### config.mk
export PLATFORM = sky130hd
export DESIGN_NAME = mem_load_store_unit_flat
export DESIGN_NICKNAME = d
export VERILOG_FILES = /design/src/rtl/mem_load_store_unit_if.sv /design/src/rtl/mem_load_store_unit.sv /design/src/flat_wrapper.sv
export SDC_FILE = /design/constraint.sdc
export NUM_CORES = 1
export LEC_CHECK = 0
export BUFFER_PORTS_ARGS = -buffer_cell sky130_fd_sc_hd__buf_2
export CAP_MARGIN = 20
export CORE_ASPECT_RATIO = 2
export CORE_MARGIN = 2
export CORE_UTILIZATION = 50
export DETAILED_ROUTE_END_ITERATION = 16
export PLACE_DENSITY_LB_ADDON = 0.1
export SYNTH_ARGS = -nofsm -noshare
export SYNTH_HDL_FRONTEND = slang
export SYNTH_SLANG_ARGS = --single-unit
### constraint.sdc
create_clock -name clk -period 11.2 [get_ports clk]
set_clock_uncertainty 0.05 [all_clocks]
set_input_delay 2.24 -clock clk [delete_from_list [all_inputs] [get_ports clk]]
set_output_delay 2.24 -clock clk [all_outputs]
set_load 0.05 [all_outputs]
### src/rtl/mem_load_store_unit_if.sv
// rtl/mem_load_store_unit_if.sv - single-outstanding req/ack data-memory bus
interface mem_load_store_unit_if;
    logic        bus_req;
    logic        bus_we;
    logic [31:0] bus_addr;
    logic [3:0]  bus_be;
    logic [31:0] bus_wdata;
    logic        bus_ack;
    logic [31:0] bus_rdata;

    modport master (
        output bus_req, bus_we, bus_addr, bus_be, bus_wdata,
        input  bus_ack, bus_rdata
    );

    modport slave (
        input  bus_req, bus_we, bus_addr, bus_be, bus_wdata,
        output bus_ack, bus_rdata
    );
endinterface

### src/rtl/mem_load_store_unit.sv
// rtl/mem_load_store_unit.sv - RV32I MEM-stage load/store unit with stall and bus timeout
module mem_load_store_unit #(
    parameter int TIMEOUT_CYCLES = 255
) (
    input  logic        clk,
    input  logic        rst,
    input  logic        MemEn_in,
    input  logic        MemRW_in,
    input  logic [2:0]  funct3_in,
    input  logic [31:0] addr_in,
    input  logic [31:0] wdata_in,
    mem_load_store_unit_if.master bus,
    output logic [31:0] DataR_out,
    output logic        stall_out,
    output logic        misalign_out,
    output logic        bus_err_out
);
    typedef enum logic [1:0] {IDLE, REQ, DONE} lsuState;

    localparam logic [9:0] LAST_CNT = 10'(TIMEOUT_CYCLES - 1);

    lsuState     state;
    logic [9:0]  waitCnt;
    logic [1:0]  addrLo;
    logic [2:0]  funct3Q;
    logic        illegal;
    logic        accessGo;
    logic [3:0]  beNext;
    logic [31:0] wdataNext;
    logic [31:0] rdShift;
    logic [15:0] halfSel;
    logic [31:0] loadData;

    always_comb begin
        illegal = 1'b0;
        case (funct3_in)
            3'b000:  illegal = 1'b0;
            3'b001:  illegal = addr_in[0];
            3'b010:  illegal = |addr_in[1:0];
            3'b100:  illegal = MemRW_in;
            3'b101:  illegal = MemRW_in | addr_in[0];
            default: illegal = 1'b1;
        endcase
    end

    assign accessGo     = (state == IDLE) && MemEn_in && !illegal;
    assign misalign_out = (state == IDLE) && MemEn_in && illegal;
    assign stall_out    = accessGo || (state == REQ);

    always_comb begin
        beNext    = 4'b1111;
        wdataNext = wdata_in;
        case (funct3_in[1:0])
            2'b00: begin
                beNext    = 4'b0001 << addr_in[1:0];
                wdataNext = {4{wdata_in[7:0]}};
            end
            2'b01: begin
                beNext    = addr_in[1] ? 4'b1100 : 4'b0011;
                wdataNext = {2{wdata_in[15:0]}};
            end
            default: ;
        endcase
        if (!MemRW_in) begin
            beNext = 4'b1111;
        end
    end

    // Lane extraction uses the byte offset captured at issue, not the live address.
    assign rdShift = bus.bus_rdata >> {addrLo, 3'b000};
    assign halfSel = addrLo[1] ? bus.bus_rdata[31:16] : bus.bus_rdata[15:0];

    always_comb begin
        loadData = bus.bus_rdata;
        case (funct3Q)
            3'b000:  loadData = {{24{rdShift[7]}}, rdShift[7:0]};
            3'b001:  loadData = {{16{halfSel[15]}}, halfSel};
            3'b100:  loadData = {24'd0, rdShift[7:0]};
            3'b101:  loadData = {16'd0, halfSel};
            default: loadData = bus.bus_rdata;
        endcase
    end

    always_ff @(posedge clk or posedge rst) begin
        if (rst) begin
            state         <= IDLE;
            waitCnt       <= '0;
            addrLo        <= '0;
            funct3Q       <= '0;
            bus.bus_req   <= 1'b0;
            bus.bus_we    <= 1'b0;
            bus.bus_addr  <= '0;
            bus.bus_be    <= '0;
            bus.bus_wdata <= '0;
            DataR_out     <= '0;
            bus_err_out   <= 1'b0;
        end else begin
            bus_err_out <= 1'b0;
            case (state)
                IDLE: begin
                    if (accessGo) begin
                        bus.bus_req   <= 1'b1;
                        bus.bus_we    <= MemRW_in;
                        bus.bus_addr  <= {addr_in[31:2], 2'b00};
                        bus.bus_be    <= beNext;
                        bus.bus_wdata <= wdataNext;
                        addrLo        <= addr_in[1:0];
                        funct3Q       <= funct3_in;
                        waitCnt       <= '0;
                        state         <= REQ;
                    end
                end
                REQ: begin
                    if (bus.bus_ack) begin
                        bus.bus_req <= 1'b0;
                        if (!bus.bus_we) begin
                            DataR_out <= loadData;
                        end
                        state <= DONE;
                    end else if (waitCnt == LAST_CNT) begin
                        // Abort: a timed-out load returns zero so writeback sees a defined value.
                        bus.bus_req <= 1'b0;
                        bus_err_out <= 1'b1;
                        if (!bus.bus_we) begin
                            DataR_out <= '0;
                        end
                        state <= DONE;
                    end else begin
                        waitCnt <= waitCnt + 10'd1;
                    end
                end
                DONE: begin
                    waitCnt <= '0;
                    state   <= IDLE;
                end
                default: state <= IDLE;
            endcase
        end
    end
endmodule
### src/flat_wrapper.sv
// flat-port wrapper written by rule: the top's interface ports become plain ports
module mem_load_store_unit_flat 
#(
    parameter int TIMEOUT_CYCLES = 255
)
  (clk, rst, MemEn_in, MemRW_in, funct3_in, addr_in, wdata_in, DataR_out, stall_out, misalign_out, bus_err_out, bus_bus_req, bus_bus_we, bus_bus_addr, bus_bus_be, bus_bus_wdata, bus_bus_ack, bus_bus_rdata);
  mem_load_store_unit_if bus_i ();
  input  logic clk;
  input  logic rst;
  input  logic MemEn_in;
  input  logic MemRW_in;
  input  logic [2:0] funct3_in;
  input  logic [31:0] addr_in;
  input  logic [31:0] wdata_in;
  output logic [31:0] DataR_out;
  output logic stall_out;
  output logic misalign_out;
  output logic bus_err_out;
  output wire logic [$bits(bus_i.bus_req)-1:0] bus_bus_req;
  output wire logic [$bits(bus_i.bus_we)-1:0] bus_bus_we;
  output wire logic [$bits(bus_i.bus_addr)-1:0] bus_bus_addr;
  output wire logic [$bits(bus_i.bus_be)-1:0] bus_bus_be;
  output wire logic [$bits(bus_i.bus_wdata)-1:0] bus_bus_wdata;
  input wire logic [$bits(bus_i.bus_ack)-1:0] bus_bus_ack;
  input wire logic [$bits(bus_i.bus_rdata)-1:0] bus_bus_rdata;
  assign bus_bus_req = bus_i.bus_req;
  assign bus_bus_we = bus_i.bus_we;
  assign bus_bus_addr = bus_i.bus_addr;
  assign bus_bus_be = bus_i.bus_be;
  assign bus_bus_wdata = bus_i.bus_wdata;
  assign bus_i.bus_ack = bus_bus_ack;
  assign bus_i.bus_rdata = bus_bus_rdata;
  mem_load_store_unit #(.TIMEOUT_CYCLES(TIMEOUT_CYCLES)) u_core (.clk(clk), .rst(rst), .MemEn_in(MemEn_in), .MemRW_in(MemRW_in), .funct3_in(funct3_in), .addr_in(addr_in), .wdata_in(wdata_in), .bus(bus_i), .DataR_out(DataR_out), .stall_out(stall_out), .misalign_out(misalign_out), .bus_err_out(bus_err_out));
endmodule
==> results of run 1 <==
cell type report:
class                           count  area (µm²)  area share, %
Multi-Input combinational cell    346        2610           34.8
Inverter                           17        66.3          0.886
Antenna cell                        1        2.50         0.0334
Tap cell                          142         178           2.37
Clock buffer                       19         453           6.05
Timing Repair Buffer              210        1080           14.4
Clock inverter                     13         148           1.97
Sequential cell                   118        2950           39.4
critical path: cells and delay by family:
family                 cells  cell delay (ns)
AO/OA/AOI/OAI              1             0.16
buffers and inverters      2             0.51
AND/OR/NAND/NOR            2             0.54
where the power goes:
| part | switching, µW | internal, µW | total [µW] |
|---|---|---|---|
| clock | 208 | 341 | 549 |
| combinational | 670 | 248 | 918 |
| sequential | 94.2 | 561 | 655 |
logic make-up (layout without fill, tap and decap cells):
logic type | count (synthesis) | after routing | synth area share (%)
AO/OA/AOI/OAI | 123 | 123 | 14.5
flip-flops | 118 | 118 | 50.8
AND/OR/NAND/NOR | 110 | 110 | 9.16
multiplexers | 109 | 109 | 20.7
buffers and inverters | 52 | 259 | 4.35
adder cells (fa/ha/maj) | 2 | 2 | 0.431
other | 1 | 3 | 0.0646
path summary, 6_finish.rpt:
kind	slack, ns	end	cells past startpoint
worst max-delay path	5.46	stall_out	5
worst max register to register	8.61	u_core.DataR_out[28]	4
min in group asynchronous	1.79	u_core.bus.bus_wdata[2]	2
max in group asynchronous	8.35	u_core.bus.bus_addr[4]	4
worst min register to register	0.42	u_core.bus.bus_wdata[29]	2
worst min-delay path	0.42	u_core.bus.bus_wdata[29]	2
metal layers:
| layer | track usage (%) | vias to the layer above |
|---|---|---|
| met2 | 44.4 | 218 |
| li1 | - | 2243 |
| met4 | 13.8 | 0 |
| met5 | 0 | - |
| met1 | 28.4 | 2329 |
| met3 | 7.50 | 47 |
metrics by stage:
| step | area (µm²) | cells | total power, µW | utilization [%] | hold slack (ns) |
|---|---|---|---|---|---|
| after detailed placement | 6860 | 832 | 1580 | 60.4 | 0.419 |
| final | 7490 | 866 | 2120 | 65.9 | 0.423 |
| after floorplan | 5810 | 516 | 1350 | - | 0.395 |
| after CTS | 7460 | 864 | 2130 | 65.7 | 0.429 |
| after global routing | 7490 | 866 | 2220 | 65.9 | 0.464 |
| after global placement | 6860 | 832 | 1560 | 60.4 | 0.407 |
Yosys cell counts (all sizes together), types with 3 or more instances:
master / count / area share, %
nand3: 4 / 0.34
nor2b: 9 / 0.97
inv: 16 / 1.0
mux2i: 46 / 7.9
nand2: 40 / 2.6
nor2: 36 / 2.3
a31oi: 5 / 0.54
o211ai: 4 / 0.75
o221ai: 7 / 1.1
a22o: 7 / 1.1
clkbuf: 12 / 0.78
nor4: 3 / 0.58
a21oi: 16 / 1.4
o2bb2ai: 8 / 1.2
nand2b: 4 / 0.43
buf: 23 / 2.5
mux2: 62 / 12
o21ai: 55 / 4.7
dfrtp: 118 / 51
a221oi: 10 / 1.9
registers in the layout, summed over array words and instances (netlist names):
| register | cells |
|---|---|
| u_core.bus.bus_we | 1 |
| u_core.state | 2 |
| u_core.waitCnt | 10 |
| u_core.bus.bus_req | 1 |
| u_core.bus_err_out | 1 |
| u_core.addrLo | 2 |
| u_core.DataR_out | 32 |
| u_core.bus.bus_be | 4 |
| u_core.bus.bus_wdata | 32 |
| u_core.bus.bus_addr | 30 |
| u_core.funct3Q | 3 |
==> metrics.txt, run 1 <==
outcome=finished, final reports clean; R2R Path Start=u_core.addrLo[1]; routability cong.=0.782; synthesized cell area=0.00581 mm²; Sink Count=118; Detailed Routing Iterations Pass 1=4; DIE HEIGHT=156 µm; routed wl met3=1130 µm; total gr overflow=0; Setup-failing EPs final=0; post_cts resized=0; CP max stage cell=nor4_1; f_max=0.174 GHz; CP most frequent cell=buf_2; pre-CTS setup slack=5.46 ns; worst relative slew slack=31.8%; CP arrival=3.45 ns; Hold WC Path Type=flop to flop; clock slew at reported path FFs=0.06 ns; Vias=4837; Top FF cell, synth=dfrtp_1; ratio of cells with drive above 1 in the final layout=44.1%; WS Path Type=primary input to output port; metal1 wirelength=5600 µm; fin. max-slew vios=0; crit-path max cell delay=0.45 ns; Hold Crit Start=u_core.bus.bus_wdata[29]; setup repair bufs after CTS=0; Synth cell types=54; Synth Warn #=0; Synth Instances=515; first-pass GRT wire length=25100 µm; wire per inst=18.1 µm; Max clock buf depth=2; initial antenna violation count=1; Die W=80.2 µm; crit share post-route=51.3%; worst-margin pin slew=1.02 ns; worst path cell trace=buf_2, nor4_1, o211ai_1, nand2_1, buf_2; final WL=15700 µm; DR top layer=met4; Worst EP required=8.91 ns; num ports=209; final hold violations=0; row count=55; Pwr Density=283 mW/mm²; Worst setup EP type=output port; max cap viols=0; largest net degree at the start of global routing=106; fillers=917; vias in the first global route=5047; Final Critical Period=5.74 ns; Nets=816; area growth from synthesis to layout=28.9%; Clock Tree Root=clkbuf_16; CTS Buf Count=17; crit-path max FO=14; setup TNS=0 ns; average cell area after synthesis=11.3 µm²; Synth Register Bits=118; commonest cells after routing, fill and taps aside=206 x buf_2, 118 x dfrtp_1, 57 x mux2_2; dpl hpwl=11400 µm; GRT Util Overall=26.0%; final worst slack=5.46 ns; commonest non-fill, non-tap cell in the layout=buf_2; Die Footprint=0.0125 mm²; H-tree Lvls=4; P_leak=0.00376 µW; post-route ant nets=0; IO buf count=206; CP startpoint kind=primary input; clk_lat worst skew=0.41 ns; via/cell ratio=5.59; RSZ-0062 raised after global routing=no; final routed DRC violation total=0; drt first-iter violations=241; TritonCTS clock tree=yes; placeable core region=0.0114 mm²; hold_buf cts=0; Seq/Total Area, Yosys=50.8%; routed wl met2=8310 µm; ys async rst share=100%; Starting Density=51.2%; Max IR drop VDD=0.000166 V; number of synthesized flops with an enable pin=0; Worst Setup SP=funct3_in[0]
No activity file was read; power rests on OpenSTA's default activity.
==> inputs of run 2 (changes only) <==
--- a/config.mk
+++ b/config.mk
@@ -9,7 +9,7 @@
 export CAP_MARGIN = 20
 export CORE_ASPECT_RATIO = 2
 export CORE_MARGIN = 2
-export CORE_UTILIZATION = 50
+export CORE_UTILIZATION = 45
 export DETAILED_ROUTE_END_ITERATION = 16
 export PLACE_DENSITY_LB_ADDON = 0.1
 export SYNTH_ARGS = -nofsm -noshare
==> constraint.sdc (replaced) <==
create_clock -name clk -period 4.8 [get_ports clk]
set_clock_uncertainty 0.05 [all_clocks]
set_input_delay 0.96 -clock clk [delete_from_list [all_inputs] [get_ports clk]]
set_output_delay 0.96 -clock clk [all_outputs]
set_load 0.05 [all_outputs]
==> run 2 against run 1 <==
Compared with the run above:
- worst hold slack barely moved
- count of clock-buffer cells in the layout fell by 1
- design area barely moved
- global-route usage fell by 3.7 points
- sequential power rose by 130%
- via count fell by 2.2%
- register-to-register slack got worse by 6.4 ns
- core utilization fell by 6.3 points
- non-clock buffer count did not move
- power rose by 130%
- first-iteration DRC count fell by 25%
==> metrics.txt, run 2 (synthesized netlist as in run 1, its figures left out) <==
routability cong.=0.851 (was 0.782); post-route cell area=0.00749 mm² (about the same); GRT Util Overall=22.2% (was 26.0%); Final Critical Period=3.13 ns; crit-path max cell delay=0.40 ns (was 0.45 ns); CP max stage cell=a221oi_2 (was nor4_1); Worst Path Buf+Inv=2 (unchanged); Hold WC Path Type=flop to flop (unchanged); wire per inst=17.3 µm (was 18.1 µm); Worst EP required=3.79 ns (was 8.91 ns); Power Total=4960 µW (was 2120 µW); worst-margin pin slew=1.04 ns (was 1.02 ns); reg2reg end=u_core.DataR_out[27] (was u_core.DataR_out[28]); WHS Endpoint=u_core.bus.bus_wdata[16] (was u_core.bus.bus_wdata[29]); commonest non-fill, non-tap cell in the layout=buf_2 (unchanged); setup repair bufs after CTS=0 (unchanged); initial antenna violation count=0 (was 1); r2r setup slk=2.24 ns (was 8.61 ns); placed cell count=840 (was 832); dpl hpwl=11100 µm (was 11400 µm); via/cell ratio=5.42 (was 5.59); Top delay family on crit path=compound AO/OA/AOI/OAI gates (was simple AND/OR/NAND/NOR gates); clk_lat worst skew=0.41 ns (about the same); final hold violations=0 (unchanged); num ports=209 (unchanged); Ant. Diodes=0 (was 1); Register-to-Register Path Depth=4 (unchanged); worst relative slew slack=30.6% (was 31.8%); fin. max-slew vios=0 (unchanged); drt first-iter violations=180 (was 241); placeable core region=0.0126 mm² (was 0.0114 mm²); Detailed Routing Iterations Pass 1=4 (unchanged); worst path cell trace=buf_2, a221oi_2, o211ai_1, nand2_1, buf_2 (was buf_2, nor4_1, o211ai_1, nand2_1, buf_2); IO buf count=206 (unchanged); Max clock buf depth=2 (unchanged); dpl cell area=0.00687 mm² (was 0.00686 mm²); TritonCTS clock tree=yes (unchanged); Die Footprint=0.0139 mm² (was 0.0125 mm²); P_leak=0.00376 µW (about the same); post-route insts no fill=873 (was 866); R2R Path Start=u_core.addrLo[1] (unchanged); Clock Tree Root=clkbuf_16 (unchanged); Vias=4729 (was 4837); CP startpoint kind=primary input (unchanged); Hold Path Depth=2 (unchanged); f_max=0.319 GHz; Worst setup EP type=output port (unchanged); ratio of cells with drive above 1 in the final layout=44.1% (unchanged); first-pass GRT wire length=24500 µm (was 25100 µm); largest net degree at the start of global routing=106 (unchanged); area growth from synthesis to layout=29.0% (was 28.9%); outcome=finished, final reports clean (unchanged); max cap viols=0 (unchanged); post-route ant nets=0 (unchanged); crit-path max FO=14 (unchanged); fillers=1111 (was 917); post_cts resized=0 (unchanged); setup TNS=0 ns (unchanged); final WL=15100 µm (was 15700 µm); commonest cells after routing, fill and taps aside=206 x buf_2, 118 x dfrtp_1, 57 x mux2_2 (unchanged); Max IR drop VDD=0.000442 V (was 0.000166 V); Hold Crit Start=u_core.bus.bus_wdata[16] (was u_core.bus.bus_wdata[29]); row count=58 (was 55); RSZ-0062 raised after global routing=no (unchanged); CP arrival=2.12 ns (was 3.45 ns); Pwr Density=662 mW/mm² (was 283 mW/mm²); footprint of the multi-input gates=0.00261 mm² (unchanged); total gr overflow=0 (unchanged); Setup-failing EPs final=0 (unchanged); hold_buf cts=0 (unchanged); Largest regs=u_core.DataR_out (32), u_core.bus.bus_wdata (32), u_core.bus.bus_addr (30) (unchanged); Starting Density=46.3% (was 51.2%); CTS Buf Count=17 (unchanged); H-tree Lvls=4 (unchanged); CP most frequent cell=buf_2 (unchanged); final routed DRC violation total=0 (unchanged); clock slew at reported path FFs=0.06 ns (about the same); register area=0.00295 mm² (unchanged); vias in the first global route=4908 (was 5047); Die W=84.3 µm (was 80.2 µm); WS Path Type=primary input to output port (unchanged); DIE HEIGHT=165 µm (was 156 µm); Nets=816 (unchanged); Sink Count=118 (unchanged); pre-CTS setup slack=1.54 ns (was 5.46 ns); crit share post-route=65.2%; final worst slack=1.67 ns (was 5.46 ns)
[run 2: tightest hold or removal path, stage by stage (launching register included)]
cell     delay, ns
dfrtp_1       0.34
nand2_1       0.04
o21ai_0       0.06
[run 2: cell type report]
type                    instances  share of cell area (%)
clock buffers                  18                    5.86
clock inverters                14                    2.20
inverters                      17                   0.885
multi-input cells             346                    34.8
flip-flops and latches        118                    39.4
well taps                     150                    2.51
repair buffers                210                    14.3
[run 2: worst max-delay path by stage]
stage	endpoint	slack (ns)	cells after the start	start
after floorplan	u_core.DataR_out[0]	0.66	1	rst
after global placement	u_core.bus.bus_addr[13]	1.60	5	funct3_in[1]
after detailed placement	u_core.bus.bus_addr[9]	1.54	5	funct3_in[1]
after CTS	stall_out	1.66	5	funct3_in[0]
after global routing	stall_out	1.59	5	funct3_in[0]
final	stall_out	1.67	5	funct3_in[0]
[run 2: routing by layer]
layer,vias to the layer above,global-route usage (%),part of all wire [%]
li1,2253,-,-
met5,-,0,0
met4,0,9.81,2.4
met3,24,5.90,6.1
met2,171,39.9,55
met1,2281,24.4,37
[run 2: report_power, final]
part | switching [µW] | internal (µW)
Clock | 510 | 794
Combinational | 1560 | 578
Sequential | 210 | 1310
[run 2: metrics by stage]
step                hold slack [ns]  utilization [%]
floorplan                     0.395                -
global placement              0.410             54.7
detailed placement            0.415             54.7
CTS                           0.429             59.5
global route                  0.455             59.7
finish                        0.423             59.7
==> inputs of run 3 (changes only) <==
--- a/config.mk
+++ b/config.mk
@@ -9,7 +9,7 @@
 export CAP_MARGIN = 20
 export CORE_ASPECT_RATIO = 2
 export CORE_MARGIN = 2
-export CORE_UTILIZATION = 45
+export CORE_UTILIZATION = 50
 export DETAILED_ROUTE_END_ITERATION = 16
 export PLACE_DENSITY_LB_ADDON = 0.1
 export SYNTH_ARGS = -nofsm -noshare
==> constraint.sdc (replaced) <==
create_clock -name clk -period 3.2 [get_ports clk]
set_clock_uncertainty 0.05 [all_clocks]
set_input_delay 0.64 -clock clk [delete_from_list [all_inputs] [get_ports clk]]
set_output_delay 0.64 -clock clk [all_outputs]
set_load 0.05 [all_outputs]
==> run 3 against run 2 <==
Compared with the run above:
- flip-flop and latch count is the same
- first-iteration DRC count up 34%
- combinational power up 52%
- core utilization rose by 6.9 points
- die area is 9.7% lower
- global-route usage grew 3.7 points
- via count is 2.6% higher
- design area grew 0.89%
- count of clock-buffer cells in the layout grew 3
- critical path type unchanged
- critical endpoint unchanged
==> metrics.txt, run 3 (synthesized netlist as in run 1, its figures left out) <==
post_cts resized=0 (unchanged); row count=55 (was 58); RSZ-0062 raised after global routing=no (unchanged); Worst EP required=2.51 ns (was 3.79 ns); final routed DRC violation total=0 (unchanged); clk_lat worst skew=0.40 ns (was 0.41 ns); routed wl met2=8640 µm (was 8230 µm); crit share post-route=78.6%; Worst Path Buf+Inv=2 (unchanged); P_leak=0.00380 µW (was 0.00376 µW); worst relative slew slack=49.9% (was 30.6%); CTS Buf Count=17 (unchanged); CP max stage cell=nor4_1 (was a221oi_2); crit-path max cell delay=0.40 ns (about the same); dpl hpwl=11600 µm (was 11100 µm); hold_buf cts=0 (unchanged); largest net degree at the start of global routing=106 (unchanged); CP arrival=1.83 ns (was 2.12 ns); Sink Count=118 (unchanged); Clock Tree Root=clkbuf_16 (unchanged); outcome=finished, final reports clean (unchanged); Nets=822 (was 816); WS Path Type=primary input to output port (unchanged); Register-to-Register Path Depth=7 (was 4); post-route ant nets=0 (unchanged); Hold WC Path Type=primary input to async pin (was flop to flop); crit-path max FO=6 (was 14); drt first-iter violations=242 (was 180); worst hold slack=0.313 ns (was 0.423 ns); total gr overflow=0 (unchanged); worst-margin pin slew=0.750 ns (was 1.04 ns); worst path cell trace=buf_2, nor4_1, o211ai_1, nand2_1, buf_2 (was buf_2, a221oi_2, o211ai_1, nand2_1, buf_2); wire per inst=18.1 µm (was 17.3 µm); initial antenna violation count=1 (was 0); final WL=15800 µm (was 15100 µm); Die W=80.2 µm (was 84.3 µm); setup repair bufs after CTS=0 (unchanged); r2r setup slk=0.89 ns (was 2.24 ns); routability cong.=0.835 (was 0.851); via/cell ratio=5.56 (was 5.42); IO buf count=206 (unchanged); Setup-failing EPs final=0 (unchanged); first-pass GRT wire length=25000 µm (was 24500 µm); ratio of cells with drive above 1 in the final layout=44.4% (was 44.1%); Detailed Routing Iterations Pass 1=4 (unchanged); placeable core region=0.0114 mm² (was 0.0126 mm²); CP startpoint kind=primary input (unchanged); vias in the first global route=5132 (was 4908); Final Critical Period=2.52 ns; reg2reg end=u_core.DataR_out[12] (was u_core.DataR_out[27]); GRT Util Overall=25.9% (was 22.2%); f_max=0.397 GHz; Vias=4852 (was 4729); fillers=949 (was 1111); max cap viols=0 (unchanged); Largest regs=u_core.DataR_out (32), u_core.bus.bus_wdata (32), u_core.bus.bus_addr (30) (unchanged); Max clock buf depth=2 (unchanged); TritonCTS clock tree=yes (unchanged); register area=0.00295 mm² (unchanged); num ports=209 (unchanged); Worst setup EP type=output port (unchanged); DR top layer=met4 (unchanged); Die Footprint=0.0125 mm² (was 0.0139 mm²); final hold violations=0 (unchanged); Starting Density=51.2% (was 46.3%); R2R Path Start=u_core.waitCnt[0] (was u_core.addrLo[1]); Pwr Density=990 mW/mm² (was 662 mW/mm²); routed wl met3=989 µm (was 914 µm); commonest non-fill, non-tap cell in the layout=buf_2 (unchanged); fin. max-slew vios=0 (unchanged); area growth from synthesis to layout=30.1% (was 29.0%); setup TNS=0 ns (unchanged); Top delay family on crit path=simple AND/OR/NAND/NOR gates (was compound AO/OA/AOI/OAI gates); DIE HEIGHT=156 µm (was 165 µm); clock slew at reported path FFs=0.05 ns (was 0.06 ns); Max IR drop VDD=0.000581 V (was 0.000442 V); commonest cells after routing, fill and taps aside=206 x buf_2, 118 x dfrtp_1, 57 x mux2_2 (unchanged); footprint of the multi-input gates=0.00261 mm² (unchanged); H-tree Lvls=4 (unchanged); metal1 wirelength=5600 µm (was 5590 µm); CP most frequent cell=buf_2 (unchanged)
[run 3: cell count changes in the layout (fill, tap and decap cells not counted), moves of 2 or more]
| cell | change |
|---|---|
| clkbuf_8 | +2 |
| clkinv_2 | +2 |
| buf_4 | +5 |
| inv_6 | -6 |
| clkinvlp_4 | +2 |
[run 3: routing by layer]
layer / GRT usage [%] / vias up
li1: - / 2258
met1: 26.3 / 2359
met2: 46.7 / 197
met3: 8.65 / 38
met4: 11.6 / 0
met5: 0 / -
[run 3: layout make-up]
| cell class | count | share of cell area [%] |
|---|---|---|
| Sequential cell | 118 | 39.1 |
| Multi-Input combinational cell | 346 | 34.5 |
| Timing Repair Buffer | 216 | 15.0 |
| Clock buffer | 21 | 6.23 |
| Tap cell | 142 | 2.35 |
| Clock inverter | 11 | 1.97 |
| Inverter | 17 | 0.894 |
| Antenna cell | 1 | 0.0331 |
[run 3: metrics by stage]
stage | setup WS [ns] | cell area [µm²] | util [%] | cells | power, µW
after global placement | 0.714 | 6940 | 61.1 | 839 | 5480
after detailed placement | 0.697 | 6940 | 61.1 | 839 | 5550
final | 0.683 | 7560 | 66.6 | 872 | 7480
after global routing | 0.641 | 7560 | 66.6 | 872 | 7830
after CTS | 0.696 | 7550 | 66.5 | 871 | 7540
after floorplan | 0.495 | 5820 | - | 516 | 4740
[run 3: worst max-delay path by stage]
stage | from | end | cells past startpoint
finish | addr_in[0] | stall_out | 5
global route | addr_in[0] | stall_out | 5
CTS | addr_in[0] | stall_out | 5
detailed placement | addr_in[0] | stall_out | 5
global placement | addr_in[0] | stall_out | 5
floorplan | funct3_in[0] | misalign_out | 3
[run 3: power by group]
part	switching, µW	total [µW]	internal [µW]
clock network	675	1960	1290
logic	2380	3250	876
registers	298	2260	1960
total	3350	7480	4130
